## config.mk

```make
export PLATFORM = sky130hd
export DESIGN_NAME = ldpc_iter_ctrl
export DESIGN_NICKNAME = d
export VERILOG_FILES = /design/src/rtl/ldpc_ctrl_pkg.sv /design/src/rtl/ldpc_phase_timer.sv /design/src/rtl/ldpc_iter_ctrl.sv
export SDC_FILE = /design/constraint.sdc
export NUM_CORES = 1
export LEC_CHECK = 0
export ABC_AREA = 1
export BUFFER_PORTS_ARGS = -buffer_cell sky130_fd_sc_hd__buf_4
export CELL_PAD_IN_SITES_DETAIL_PLACEMENT = 0
export CELL_PAD_IN_SITES_GLOBAL_PLACEMENT = 1
export CORE_MARGIN = 5
export CORE_UTILIZATION = 37
export CTS_CLUSTER_SIZE = 24
export DETAILED_ROUTE_END_ITERATION = 12
export MAX_ROUTING_LAYER = met4
export PLACE_DENSITY = 0.82
export SLEW_MARGIN = 20
export SYNTH_ARGS = -nofsm -noshare
export SYNTH_HDL_FRONTEND = slang
export SYNTH_SLANG_ARGS = --single-unit
```

## constraint.sdc

```tcl
create_clock -name clk -period 2.3 [get_ports clk]
set_input_delay 0.115 -clock clk [delete_from_list [all_inputs] [get_ports clk]]
set_output_delay 0.115 -clock clk [all_outputs]
set_load 0.01 [all_outputs]
```

## src/rtl/ldpc_ctrl_pkg.sv

```systemverilog
// ldpc_ctrl_pkg
// Shared definitions for the LDPC iteration sequencer: the 4-bit binary
// state encoding and the default CN/VN phase lengths.
package ldpc_ctrl_pkg;

    // Default number of cycles each datapath phase stays enabled.
    localparam int DEF_CN_CYCLES = 16;
    localparam int DEF_VN_CYCLES = 16;

    // State encoding, 4-bit binary.
    localparam logic [3:0] ST_IDLE  = 4'd0;
    localparam logic [3:0] ST_LOAD  = 4'd1;
    localparam logic [3:0] ST_CN    = 4'd2;
    localparam logic [3:0] ST_VN    = 4'd3;
    localparam logic [3:0] ST_SREQ  = 4'd4;
    localparam logic [3:0] ST_SWAIT = 4'd5;
    localparam logic [3:0] ST_INC   = 4'd6;
    localparam logic [3:0] ST_CHECK = 4'd7;
    localparam logic [3:0] ST_FIN   = 4'd8;

    typedef enum logic [3:0] {
        IDLE  = ST_IDLE,
        LOAD  = ST_LOAD,
        CN    = ST_CN,
        VN    = ST_VN,
        SREQ  = ST_SREQ,
        SWAIT = ST_SWAIT,
        INC   = ST_INC,
        CHECK = ST_CHECK,
        FIN   = ST_FIN
    } ctrl_state_t;

endpackage

```

## src/rtl/ldpc_phase_timer.sv

```systemverilog
// ldpc_phase_timer
// Loadable down-counter timing the CN and VN phases. Loaded with
// (phase length - 1) on the cycle before a phase starts, then counts down
// and parks at zero.
// Ports:
//   clk      clock
//   rst      synchronous active-high reset
//   load     load load_val at the next clock edge
//   load_val value loaded into the counter
//   zero     counter is zero (last cycle of the current phase)
module ldpc_phase_timer #(
    parameter int PHASE_BITS = 8
) (
    input  logic                  clk,
    input  logic                  rst,
    input  logic                  load,
    input  logic [PHASE_BITS-1:0] load_val,
    output logic                  zero
);

    logic [PHASE_BITS-1:0] cnt;

    // NOTE: sequential state is written only with non-blocking assignments so
    // every flop samples pre-edge values regardless of process ordering.
    always_ff @(posedge clk) begin
        if (rst) begin
            cnt <= '0;
        end else if (load) begin
            cnt <= load_val;
        end else if (cnt != '0) begin
            cnt <= cnt - 1'b1;
        end
    end

    assign zero = (cnt == '0);

endmodule

```

## src/rtl/ldpc_iter_ctrl.sv

```systemverilog
// ldpc_iter_ctrl
// Iteration sequencer for the LDPC decoder. Each iteration runs the CN
// phase, the VN phase and a syndrome check; the decode ends on an all-zero
// syndrome (success), on reaching the iteration limit (fail) or on abort.
// Ports:
//   clk, rst        clock, synchronous active-high reset
//   start           begin a decode (accepted in IDLE only)
//   max_iter        iteration limit, sampled with start (0 treated as 1)
//   abort           end the current decode with a fail result
//   syndrome_zero   syndrome result, qualified by syn_valid
//   syn_valid       syndrome result valid
//   it_count        external iteration counter value
//   it_cnt_rst      iteration counter reset
//   it_cnt_en       iteration counter increment
//   it_stop_val     iteration counter stop value (latched limit)
//   cn_en, vn_en    CN / VN phase enables
//   syn_req         one-cycle syndrome evaluation request
//   busy            high in every state except IDLE
//   done            one-cycle end-of-decode pulse
//   success         decode result, held until the next accepted start
//   iters_used      iterations executed, held until the next accepted start
module ldpc_iter_ctrl
    import ldpc_ctrl_pkg::*;
#(
    parameter int COUNT_MAX_BITS = 10,
    parameter int CN_CYCLES      = DEF_CN_CYCLES,
    parameter int VN_CYCLES      = DEF_VN_CYCLES,
    parameter int PHASE_BITS     = 8
) (
    input  logic                      clk,
    input  logic                      rst,
    input  logic                      start,
    input  logic [COUNT_MAX_BITS-1:0] max_iter,
    input  logic                      abort,
    input  logic                      syndrome_zero,
    input  logic                      syn_valid,
    input  logic [COUNT_MAX_BITS-1:0] it_count,
    output logic                      it_cnt_rst,
    output logic                      it_cnt_en,
    output logic [COUNT_MAX_BITS-1:0] it_stop_val,
    output logic                      cn_en,
    output logic                      vn_en,
    output logic                      syn_req,
    output logic                      busy,
    output logic                      done,
    output logic                      success,
    output logic [COUNT_MAX_BITS-1:0] iters_used
);

    localparam logic [PHASE_BITS-1:0] CN_LOAD = PHASE_BITS'(CN_CYCLES - 1);
    localparam logic [PHASE_BITS-1:0] VN_LOAD = PHASE_BITS'(VN_CYCLES - 1);

    ctrl_state_t state, next_state;

    logic                      timer_load;
    logic [PHASE_BITS-1:0]     timer_val;
    logic                      timer_zero;
    logic                      take_start;
    logic                      end_now;
    logic                      end_success;
    logic [COUNT_MAX_BITS-1:0] end_iters;
    logic                      abortable;

    ldpc_phase_timer #(
        .PHASE_BITS(PHASE_BITS)
    ) u_phase_timer (
        .clk      (clk),
        .rst      (rst),
        .load     (timer_load),
        .load_val (timer_val),
        .zero     (timer_zero)
    );

    assign abortable = (state != IDLE) && (state != FIN);

    // NOTE: reset is synchronous; it is just another term of the clocked
    // process and only takes effect on a clock edge.
    always_ff @(posedge clk) begin
        if (rst) begin
            state <= IDLE;
        end else begin
            state <= next_state;
        end
    end

    // NOTE: every signal written here gets a default first, so no path leaves
    // one unassigned and no latch is inferred.
    always_comb begin
        next_state  = state;
        take_start  = 1'b0;
        end_now     = 1'b0;
        end_success = 1'b0;
        end_iters   = it_count;
        timer_load  = 1'b0;
        timer_val   = CN_LOAD;

        case (state)
            IDLE: begin
                if (start) begin
                    take_start = 1'b1;
                    next_state = LOAD;
                end
            end
            LOAD:  next_state = CN;
            CN:    if (timer_zero) next_state = VN;
            VN:    if (timer_zero) next_state = SREQ;
            // A syn_valid coinciding with the request belongs to no request.
            SREQ:  next_state = SWAIT;
            SWAIT: begin
                if (syn_valid) begin
                    if (syndrome_zero) begin
                        end_now     = 1'b1;
                        end_success = 1'b1;
                        // Counter has not yet counted the current iteration.
                        end_iters   = it_count + COUNT_MAX_BITS'(1);
                        next_state  = FIN;
                    end else begin
                        next_state = INC;
                    end
                end
            end
            INC:   next_state = CHECK;
            CHECK: begin
                if (it_count == it_stop_val) begin
                    end_now    = 1'b1;
                    next_state = FIN;
                end else begin
                    next_state = CN;
                end
            end
            FIN:     next_state = IDLE;
            default: next_state = IDLE;
        endcase

        // Abort overrides whatever the state decided, including a syndrome result.
        if (abort && abortable) begin
            end_now     = 1'b1;
            end_success = 1'b0;
            end_iters   = it_count;
            next_state  = FIN;
        end

        // Load the timer on the cycle before a phase starts so its first cycle
        // already sees (length - 1).
        if (next_state == CN && state != CN) begin
            timer_load = 1'b1;
            timer_val  = CN_LOAD;
        end else if (next_state == VN && state != VN) begin
            timer_load = 1'b1;
            timer_val  = VN_LOAD;
        end
    end

    // Outputs are registered decodes of the next state, so each strobe is high
    // exactly while the FSM sits in the matching state.
    always_ff @(posedge clk) begin
        if (rst) begin
            it_cnt_rst  <= 1'b0;
            it_cnt_en   <= 1'b0;
            it_stop_val <= '0;
            cn_en       <= 1'b0;
            vn_en       <= 1'b0;
            syn_req     <= 1'b0;
            busy        <= 1'b0;
            done        <= 1'b0;
            success     <= 1'b0;
            iters_used  <= '0;
        end else begin
            it_cnt_rst <= (next_state == LOAD);
            it_cnt_en  <= (next_state == INC);
            cn_en      <= (next_state == CN);
            vn_en      <= (next_state == VN);
            syn_req    <= (next_state == SREQ);
            busy       <= (next_state != IDLE);
            done       <= (next_state == FIN);
            if (take_start) begin
                it_stop_val <= (max_iter == '0) ? COUNT_MAX_BITS'(1) : max_iter;
                success     <= 1'b0;
                iters_used  <= '0;
            end else if (end_now) begin
                success    <= end_success;
                iters_used <= end_iters;
            end
        end
    end

endmodule

```

==> results of run 1 <==
cell type report:
type,count,share of cell area (%)
clock buffer,8,3.35
sequential,40,29.8
tap,72,3.35
timing repair buffer,54,15.1
multi-input combinational,201,42.3
inverter,44,6.19
sequential cells by signal, summed over array words and instances, names as in the netlist:
signal and cells:
u_phase_timer.cnt 8, syn_req 1, cn_en 1, state 4, it_cnt_en 1, it_cnt_rst 1, iters_used 10, vn_en 1
done 1, busy 1, it_stop_val 10, success 1
power groups by stage:
stage,clock network (mW),registers (mW),logic (mW)
floorplan,0,0.925,0.656
global placement,0,0.919,0.934
detailed placement,0,0.918,0.930
CTS,0.500,0.904,0.937
global route,0.533,0.920,1.07
finish,0.485,0.902,0.928
worst max-delay path by stage:
stage	from	to	cells past startpoint
5_1_grt	state[0]	busy	10
4_1_cts	state[0]	busy	10
6_report	state[0]	busy	10
3_5_place_dp	state[0]	busy	10
2_1_floorplan	u_phase_timer.cnt[0]	u_phase_timer.cnt[0]	13
3_3_place_gp	state[0]	u_phase_timer.cnt[7]	10
kinds of logic after synthesis:
| group | Yosys count | share of synthesized area [%] |
|---|---|---|
| simple gates | 139 | 33.8 |
| flops | 40 | 37.7 |
| compound gates | 42 | 11.1 |
| buf+inv | 49 | 8.83 |
| xor+xnor | 18 | 7.42 |
| fa+ha+maj | 2 | 1.18 |
layout by cell type (no fill, tap or decap), types with 2 or more instances in the layout:
cell type and n:
o21ai_0 19, a21oi_2 2, clkbuf_8 6, nand3_1 16
xor2_1 12, nor4_1 5, a31oi_1 2, nand2_4 2
nand2_1 58, xnor2_1 6, nor3_1 3, nand3_2 3
inv_2 2, buf_4 54, ha_1 2, a21oi_1 16
nor2_2 4, nand2_2 5, inv_1 40, dfxtp_1 40
nor2_1 27, nand4_1 7, clkbuf_1 2, nor2_4 4
cell usage after synthesis, types with 4 or more instances:
master and instances:
xor2_1 12, nor2_2 4, nand4_1 7, nor4_1 5
nor2_1 27, nand3_1 16, inv_1 40, xnor2_1 6
nor2_4 4, nand2_1 58, dfxtp_1 40, nand2_2 5
o21ai_0 19, a21oi_1 16
critical path, cell delays in order, from the launching register on:
cell and delay (ns):
dfxtp_1 0.35, nor2_2 0.15, inv_2 0.06, o21ai_4 0.24
nand2_1 0.09, inv_1 0.07, nand2_2 0.22, nor2_2 0.27
inv_1 0.10, o21ai_0 0.19, inv_1 0.06
routing by layer:
layer / vias up / GRT usage, % / part of all wire, %
li1: 1042 / - / -
met1: 829 / 20.1 / 51
met2: 37 / 22.6 / 43
met3: 8 / 2.98 / 4.4
met4: 0 / 6.47 / 1.8
met5: - / - / 0
metrics by stage:
step	setup WS [ns]	cell area [µm²]
after floorplan	0.682	2120
after global placement	0.437	2600
after detailed placement	0.396	2600
after CTS	0.383	2690
after global routing	0.149	2690
final	0.399	2690
==> impl_metrics.toml, run 1 <==
[placed_design]
port_buffers = 53
placed_cells = 411
place_hpwl_um = 4040
place_congestion = 0.811

[clocking]
clockRootBuffer = "clkbuf_8"
h-tree-depth = 2
cts.sinks = 40
cts_resized = 0
numCtsBuffers = 5
post-cts-setup-buffers = 0
cts_tree = "built"
max-clock-path-buffers = 2
hold_buffers = 0
clk_pin_slew_worst_paths_ns = 0.08
insertion_delay_ns = 0.29

[worst_setup_path]
worstPathMaxFanout = 22
required_ns = 2.49
reg2reg_slack_ns = 0.40
critPathArrivalTime_ns = 2.09
r2r-start = "state[0]"
start_kind = "flip-flop"
criticalPathCategory = "reg2reg"
r2r_cells = 10
r2r-end = "busy"
end_kind = "flip-flop"

[drt]
drt-pass1-iter-count = 4
vias_per_cell = 4.57
drtAntennaViolNets = 0
wire_per_inst_um = 12.0
vias = 1916
finalWirelength_um = 5030
drtIter0Drc = 95
drcViolationCount = 0

[logic_synthesis]
syn_nets = 318
yosys.area.top_type = "dfxtp_1"
ys_seq_elements = 40
synth_warnings = 0
synthArstFlopShare_pct = 0
ys_seq_area_share_pct = 37.7
synth_ff_type = "dfxtp_1"
synth.area.top_cells = "dfxtp_1, nand2_1, inv_1, xor2_1, nor2_1"
post_synth.cell_area_avg_um2 = 7.33
synth_edf_count = 0
synth.top_cell.area_share_pct = 37.7
synth_cell_types = 34
netlist_area_mm2 = 0.00212
postSynthCellCount = 290

[sta]
max_freq_mhz = 526
final_max_slew_viol_count = 0
setup-violations-final = 0
fin_crit_ns = 1.90
clock_skew_ns = 0.00557
tns_ns = 0
hold_viol = 0
timing.hold.ws_ns = 0.0502
relSlewSlack_pct = 76.4
period_share_pct = 82.6
rsz0062_at_grt = "no"
worst_slew_pin_slew_ns = 0.350

[floorplanning]
core_area_mm2 = 0.00554
ios = 54
dieArea_mm2 = 0.00736
fp-row-count = 27
start_util_pct = 38.3
dieWidth_um = 85.8
die_y_um = 85.8

[finish]
drive_above_1_share_pct = 25.4
multi_input_area_mm2 = 0.00114
final_util_pct = 48.5
layoutNonFillerInstCount = 419
area_growth_pct = 26.6
fill_cells = 585
seqCellArea_um2 = 801
fin_nets = 374
n_antenna_cell = 0

[grt]
antenna_found_initial = 0
track_usage_pct = 15.2
grt_pass1_vias = 1816
grt_max_degree = 23
grt_pass1_wl_um = 8560
grt_overflow_total = 0

[worst_hold_path]
hold_start = "max_iter[4]"
min_path_cells = 3
hold_end = "it_stop_val[4]"
worstHoldPathType = "in2reg"

[power_and_ir_drop]
p_leak_nw = 1.30
combPwrFrac_pct = 40.1
clock_power_share_pct = 20.9
internal-power_mw = 1.43
p_total_mw = 2.32
p_seq_share_pct = 39.0
p_sw_mw = 0.890
irDropWorstVdd_v = 0.000470
p_per_area_mw_per_mm2 = 861
p_sw_share_pct = 38.4

[run]
cap_violations = 0

[run_status]
outcome = "completed"
No activity file was read; power rests on OpenSTA's default activity.
==> inputs of run 2 (changes only) <==
--- a/config.mk
+++ b/config.mk
@@ -10,11 +10,11 @@
 export CELL_PAD_IN_SITES_DETAIL_PLACEMENT = 0
 export CELL_PAD_IN_SITES_GLOBAL_PLACEMENT = 1
 export CORE_MARGIN = 5
-export CORE_UTILIZATION = 37
+export CORE_UTILIZATION = 34
 export CTS_CLUSTER_SIZE = 24
 export DETAILED_ROUTE_END_ITERATION = 12
 export MAX_ROUTING_LAYER = met4
-export PLACE_DENSITY = 0.82
+export PLACE_DENSITY = 0.8
 export SLEW_MARGIN = 20
 export SYNTH_ARGS = -nofsm -noshare
 export SYNTH_HDL_FRONTEND = slang
==> constraint.sdc (replaced) <==
create_clock -name clk -period 1.7 [get_ports clk]
set_input_delay 0.085 -clock clk [delete_from_list [all_inputs] [get_ports clk]]
set_output_delay 0.085 -clock clk [all_outputs]
set_load 0.01 [all_outputs]
==> run 2 against run 1 <==
Worst hold slack worse by 0.030 ns. Final cell count up 6.7%. Total power rose by 55%. Clock skew increased by 0.0031 ns. Critical path type unchanged. Highest routed layer unchanged.
==> impl_metrics.toml, run 2 (synthesis results as in run 1) <==
[clocking]
insertion_delay_ns = 0.30
cts.sinks = 40
numCtsBuffers = 5
h-tree-depth = 2
clockRootBuffer = "clkbuf_8"
max-clock-path-buffers = 2
clk_pin_slew_worst_paths_ns = 0.08
cts_tree = "built"
hold_buffers = 0

[worst_hold_path]
worstHoldPathType = "in2reg"
min_path_cells = 3

[grt]
grt_pass1_vias = 1933
grt_pass1_wl_um = 9050
antenna_found_initial = 0
track_usage_pct = 15.0
grt_overflow_total = 0
grt_max_degree = 22

[power_and_ir_drop]
combPwrFrac_pct = 47.9
p_per_area_mw_per_mm2 = 1200
p_leak_nw = 1.44
p_sw_share_pct = 38.8
p_seq_share_pct = 34.2
p_sw_mw = 1.39
internal-power_mw = 2.20
clock_power_share_pct = 17.8
irDropWorstVdd_v = 0.000547

[run_status]
outcome = "completed"

[drt]
drt-pass1-iter-count = 5
finalWirelength_um = 5690
wire_per_inst_um = 12.7
drtIter0Drc = 112
drcViolationCount = 0
vias_per_cell = 4.54
vias = 2031
drtAntennaViolNets = 0

[floorplanning]
core_area_mm2 = 0.00599
die_y_um = 89.1
ios = 54
start_util_pct = 35.5
dieWidth_um = 89.1
dieArea_mm2 = 0.00793
fp-row-count = 28

[worst_setup_path]
slowest_stage = "dfxtp_2"
end_kind = "flip-flop"
critical_path.cell_chain = "inv_2 > ha_4 > inv_2 > nor2_4 > nand3b_1 > a21oi_2 > nand2_1 > nand2_2 > nor2_2 > nand3_4 > nand3_2 > nand2_1 > inv_1"
criticalPathCategory = "reg2reg"
start_kind = "flip-flop"
critPathArrivalTime_ns = 1.89
r2r_cells = 13
worstPathMaxFanout = 5
required_ns = 1.90
cp_slowest_stage_delay_ns = 0.34

[sta]
period_share_pct = 99.1
max_freq_mhz = 594
setup-violations-final = 0
rsz0062_at_grt = "yes"
clock_skew_ns = 0.00868
worst_slew_pin_slew_ns = 0.309
final_max_slew_viol_count = 0
fin_crit_ns = 1.68
hold_viol = 0
timing.hold.ws_ns = 0.0205
relSlewSlack_pct = 79.2

[finish]
area_growth_pct = 41.2
drive_above_1_share_pct = 37.4
top_regs = "it_stop_val (10), iters_used (10), u_phase_timer.cnt (8)"
mostFrequentLayoutCells = "buf_4, nand2_1, dfxtp_1"
n_antenna_cell = 0
fin_nets = 399
mostFrequentLayoutCell = "buf_4"
fill_cells = 611
final_util_pct = 50.1

[placed_design]
place_hpwl_um = 4290
place_congestion = 0.818
port_buffers = 53

[run]
cap_violations = 0
-- run 2: changes by cell type in the layout (fill, tap and decap cells not counted), sizes merged --
cell,before,now
clkinvlp,0,1
inv,42,41
buf,54,79
clkbuf,8,7
clkinv,2,3
-- run 2: worst paths after layout --
path	from	end	slack, ns
worst max-delay path	u_phase_timer.cnt[1]	u_phase_timer.cnt[3]	0.02
worst min-delay path	max_iter[4]	it_stop_val[4]	0.02
worst max register to register	u_phase_timer.cnt[1]	u_phase_timer.cnt[3]	0.02
worst min register to register	success	success	0.49
-- run 2: critical path: cells and delay by family, from the launching register on --
family,cells,cell delay (ns)
simple gates,8,0.79
compound gates,1,0.18
fa+ha+maj,1,0.13
flops,1,0.34
buf+inv,3,0.14
-- run 2: power by group through the flow --
stage	clock network [mW]	registers [mW]	logic, mW
floorplan	0	1.25	0.888
global placement	0	1.23	1.47
detailed placement	0	1.23	1.47
CTS	0.666	1.22	1.56
global route	0.703	1.25	1.91
finish	0.639	1.23	1.72
-- run 2: routing by layer --
layer | up-vias | wire length, µm | GRT usage [%]
met1 | 898 | 2780 | 20.5
met2 | 37 | 2580 | 22.1
li1 | 1089 | - | -
met3 | 7 | 247 | 3.41
met4 | 0 | 85 | 4.87
met5 | - | 0 | -
-- run 2: timing repair --
| item | 4_1_cts | 5_1_grt |
|---|---|---|
| buffers inserted | 3 | 6 |
| resized for setup | 11 | 22 |
| setup endpoints to repair | 9 | 19 |
| pin swaps | 6 | 17 |
| hold endpoints to repair | 0 | 0 |
| cloned | 0 | 0 |
-- run 2: layout make-up --
type                            count  area (µm²)  share of cell area (%)
Multi-Input combinational cell    201        1240                    41.3
Sequential cell                    40         807                    26.9
Timing Repair Buffer               79         606                    20.2
Inverter                           44         170                    5.67
Tap cell                           75        93.8                    3.13
Clock buffer                        7        76.3                    2.54
Clock inverter                      1        8.76                   0.292
-- run 2: per-stage QoR --
stage / TNS (ns) / instance area (µm²) / power (mW) / cells / worst slack (ns)
finish: 0 / 3000 / 3.59 / 447 / 0.0159
CTS: 0 / 2880 / 3.44 / 441 / 0.00314
floorplan: 0 / 2120 / 2.14 / 290 / 0.0819
global route: -0.767 / 3000 / 3.87 / 447 / -0.120
global placement: -0.0139 / 2740 / 2.70 / 430 / -0.0139
detailed placement: -0.118 / 2740 / 2.70 / 430 / -0.0212
==> inputs of run 3 (changes only) <==
--- a/config.mk
+++ b/config.mk
@@ -13,8 +13,10 @@
 export CORE_UTILIZATION = 34
 export CTS_CLUSTER_SIZE = 24
 export DETAILED_ROUTE_END_ITERATION = 12
+export GPL_TIMING_DRIVEN = 0
 export MAX_ROUTING_LAYER = met4
 export PLACE_DENSITY = 0.8
+export RECOVER_POWER = 100
 export SLEW_MARGIN = 20
 export SYNTH_ARGS = -nofsm -noshare
 export SYNTH_HDL_FRONTEND = slang
==> run 3 against run 2 <==
The flow now finishes with violations (setup timing). Clock skew is 0.0024 ns lower. Die area stayed put. Cell area is 3.4% lower. Combinational power hardly changed. First-iteration DRC count is 19% lower. Via count is 3.3% higher. Clock power hardly changed. Worst setup slack worse by 0.063 ns. Global-route usage is 0.44 points higher. Sequential share of layout area is 1.1 points higher. Worst hold slack better by 0.0027 ns. Critical path depth is 2 lower.
==> impl_metrics.toml, run 3 (synthesis results as in run 1) <==
[grt]
grt_max_degree = 13
track_usage_pct = 15.5
grt_pass1_vias = 1961
gr-usage-met1_pct = 21.4
grt.busiest_layer = "met2"
grtUsageMet2_pct = 22.5
grt_pass1_wl_um = 9250
antenna_found_initial = 0
grt_overflow_total = 0
met3_usage_pct = 3.41

[sta]
period_share_pct = 103
max_freq_mhz = 573
final_max_slew_viol_count = 0
relSlewSlack_pct = 62.6
fin_crit_ns = 1.75
hold_viol = 0
clock_skew_ns = 0.00625
setup-violations-final = 8
fin_ws_ns = -0.0467
rsz0062_at_grt = "yes"
worst_slew_pin_slew_ns = 0.561

[power_and_ir_drop]
internal-power_mw = 2.14
p_sw_mw = 1.43
p_leak_nw = 1.31
p_total_mw = 3.56
clock_power_share_pct = 18.0
irDropWorstVdd_v = 0.000617
p_sw_share_pct = 40.0
p_seq_share_pct = 34.7
combPwrFrac_pct = 47.4
p_per_area_mw_per_mm2 = 1230

[clocking]
numCtsBuffers = 5
clk_pin_slew_worst_paths_ns = 0.08
h-tree-depth = 2
cts_tree = "built"
clockRootBuffer = "clkbuf_8"
max-clock-path-buffers = 2
cts.sinks = 40
insertion_delay_ns = 0.30

[floorplanning]
start_util_pct = 35.5
dieWidth_um = 89.1
fp-row-count = 28
core_area_mm2 = 0.00599
ios = 54
dieArea_mm2 = 0.00793
die_y_um = 89.1

[worst_setup_path]
start_kind = "flip-flop"
slowest_stage = "dfxtp_2"
worstPathMaxFanout = 5
r2r_cells = 11
critical_path.cell_chain = "inv_2 > ha_4 > inv_2 > nor2_4 > nand4_1 > nand3_4 > nand2_4 > a21oi_4 > nand3b_4 > nand3_4 > nor2_1"
critPathArrivalTime_ns = 1.94
criticalPathCategory = "reg2reg"
end_kind = "flip-flop"
cp_slowest_stage_delay_ns = 0.34
required_ns = 1.90

[finish]
postLayoutCellArea_mm2 = 0.00290
drive_above_1_share_pct = 28.4
fin_nets = 397
top_regs = "it_stop_val (10), iters_used (10), u_phase_timer.cnt (8)"
layoutNonFillerInstCount = 445
n_antenna_cell = 0
area_growth_pct = 36.4
final_util_pct = 48.4
mostFrequentLayoutCell = "nand2_1"
mostFrequentLayoutCells = "nand2_1, buf_4, inv_1"

[drt]
wire_per_inst_um = 12.9
finalWirelength_um = 5730
drcViolationCount = 0
vias_per_cell = 4.72
drt-pass1-iter-count = 4
drtAntennaViolNets = 0
drtIter0Drc = 91
vias = 2099

[placed_design]
place_area_mm2 = 0.00262
place_congestion = 0.779
port_buffers = 53
placed_cells = 418
place_hpwl_um = 4280

[run_status]
violations = "setup timing"
outcome = "complete, but fails checks"

[worst_hold_path]
worstHoldPathType = "in2reg"
min_path_cells = 3

[run]
cap_violations = 0
-- run 3: critical path: cells and delay by family (launching register included) --
kind | cells | cell delay (ns)
AOI/OAI and AO/OA | 1 | 0.13
DFF | 1 | 0.34
and+or+nand+nor | 7 | 0.90
adders and majority gates | 1 | 0.14
buffers and inverters | 2 | 0.12
-- run 3: path summary, 6_finish.rpt --
path | from | to | slack [ns]
max | u_phase_timer.cnt[0] | u_phase_timer.cnt[6] | -0.05
min | max_iter[6] | it_stop_val[6] | 0.02
max reg2reg | u_phase_timer.cnt[0] | u_phase_timer.cnt[6] | -0.05
min reg2reg | success | success | 0.47
-- run 3: final cells by class --
cell class                      count  area (µm²)
Multi-Input combinational cell    201        1280
Sequential cell                    40         812
Tap cell                           75        93.8
Clock buffer                        7        76.3
Fill cell                         627        3090
Buffer                              5        25.0
Inverter                           44         166
Clock inverter                      1        8.76
Timing Repair Buffer               72         438
-- run 3: power by group through the flow --
| stage | Clock, mW | Combinational (mW) | Sequential, mW |
|---|---|---|---|
| floorplan | 0 | 0.888 | 1.25 |
| CTS | 0.652 | 1.47 | 1.23 |
| global route | 0.708 | 1.89 | 1.26 |
| detailed placement | 0 | 1.27 | 1.24 |
| finish | 0.639 | 1.69 | 1.24 |
| global placement | 0 | 1.27 | 1.24 |
-- run 3: repair_timing --
item                                   in CTS  in global routing
setup endpoints to repair                  24                 27
hold buffers                                1                  0
resized for setup                          15                 32
pin swaps                                   7                 16
endpoints found under the hold margin       2                  0
buffers inserted                            8                 10
-- run 3: routing by layer --
metal | vias up | wire length, µm | part of all wire, %
met3 | 6 | 329 | 5.7
met5 | - | 0 | 0
met1 | 962 | 2700 | 47
met2 | 42 | 2610 | 46
li1 | 1089 | - | -
met4 | 0 | 85 | 1.5
-- run 3: per-stage QoR --
stage / setup TNS (ns) / worst slack (ns) / hold WS, ns
floorplan: 0 / 0.0819 / 0.163
global placement: -3.12 / -0.205 / 0.296
detailed placement: -2.84 / -0.166 / 0.289
CTS: 0 / 0.00139 / 0.0162
global route: -2.64 / -0.178 / 0.0139
finish: -0.216 / -0.0467 / 0.0233
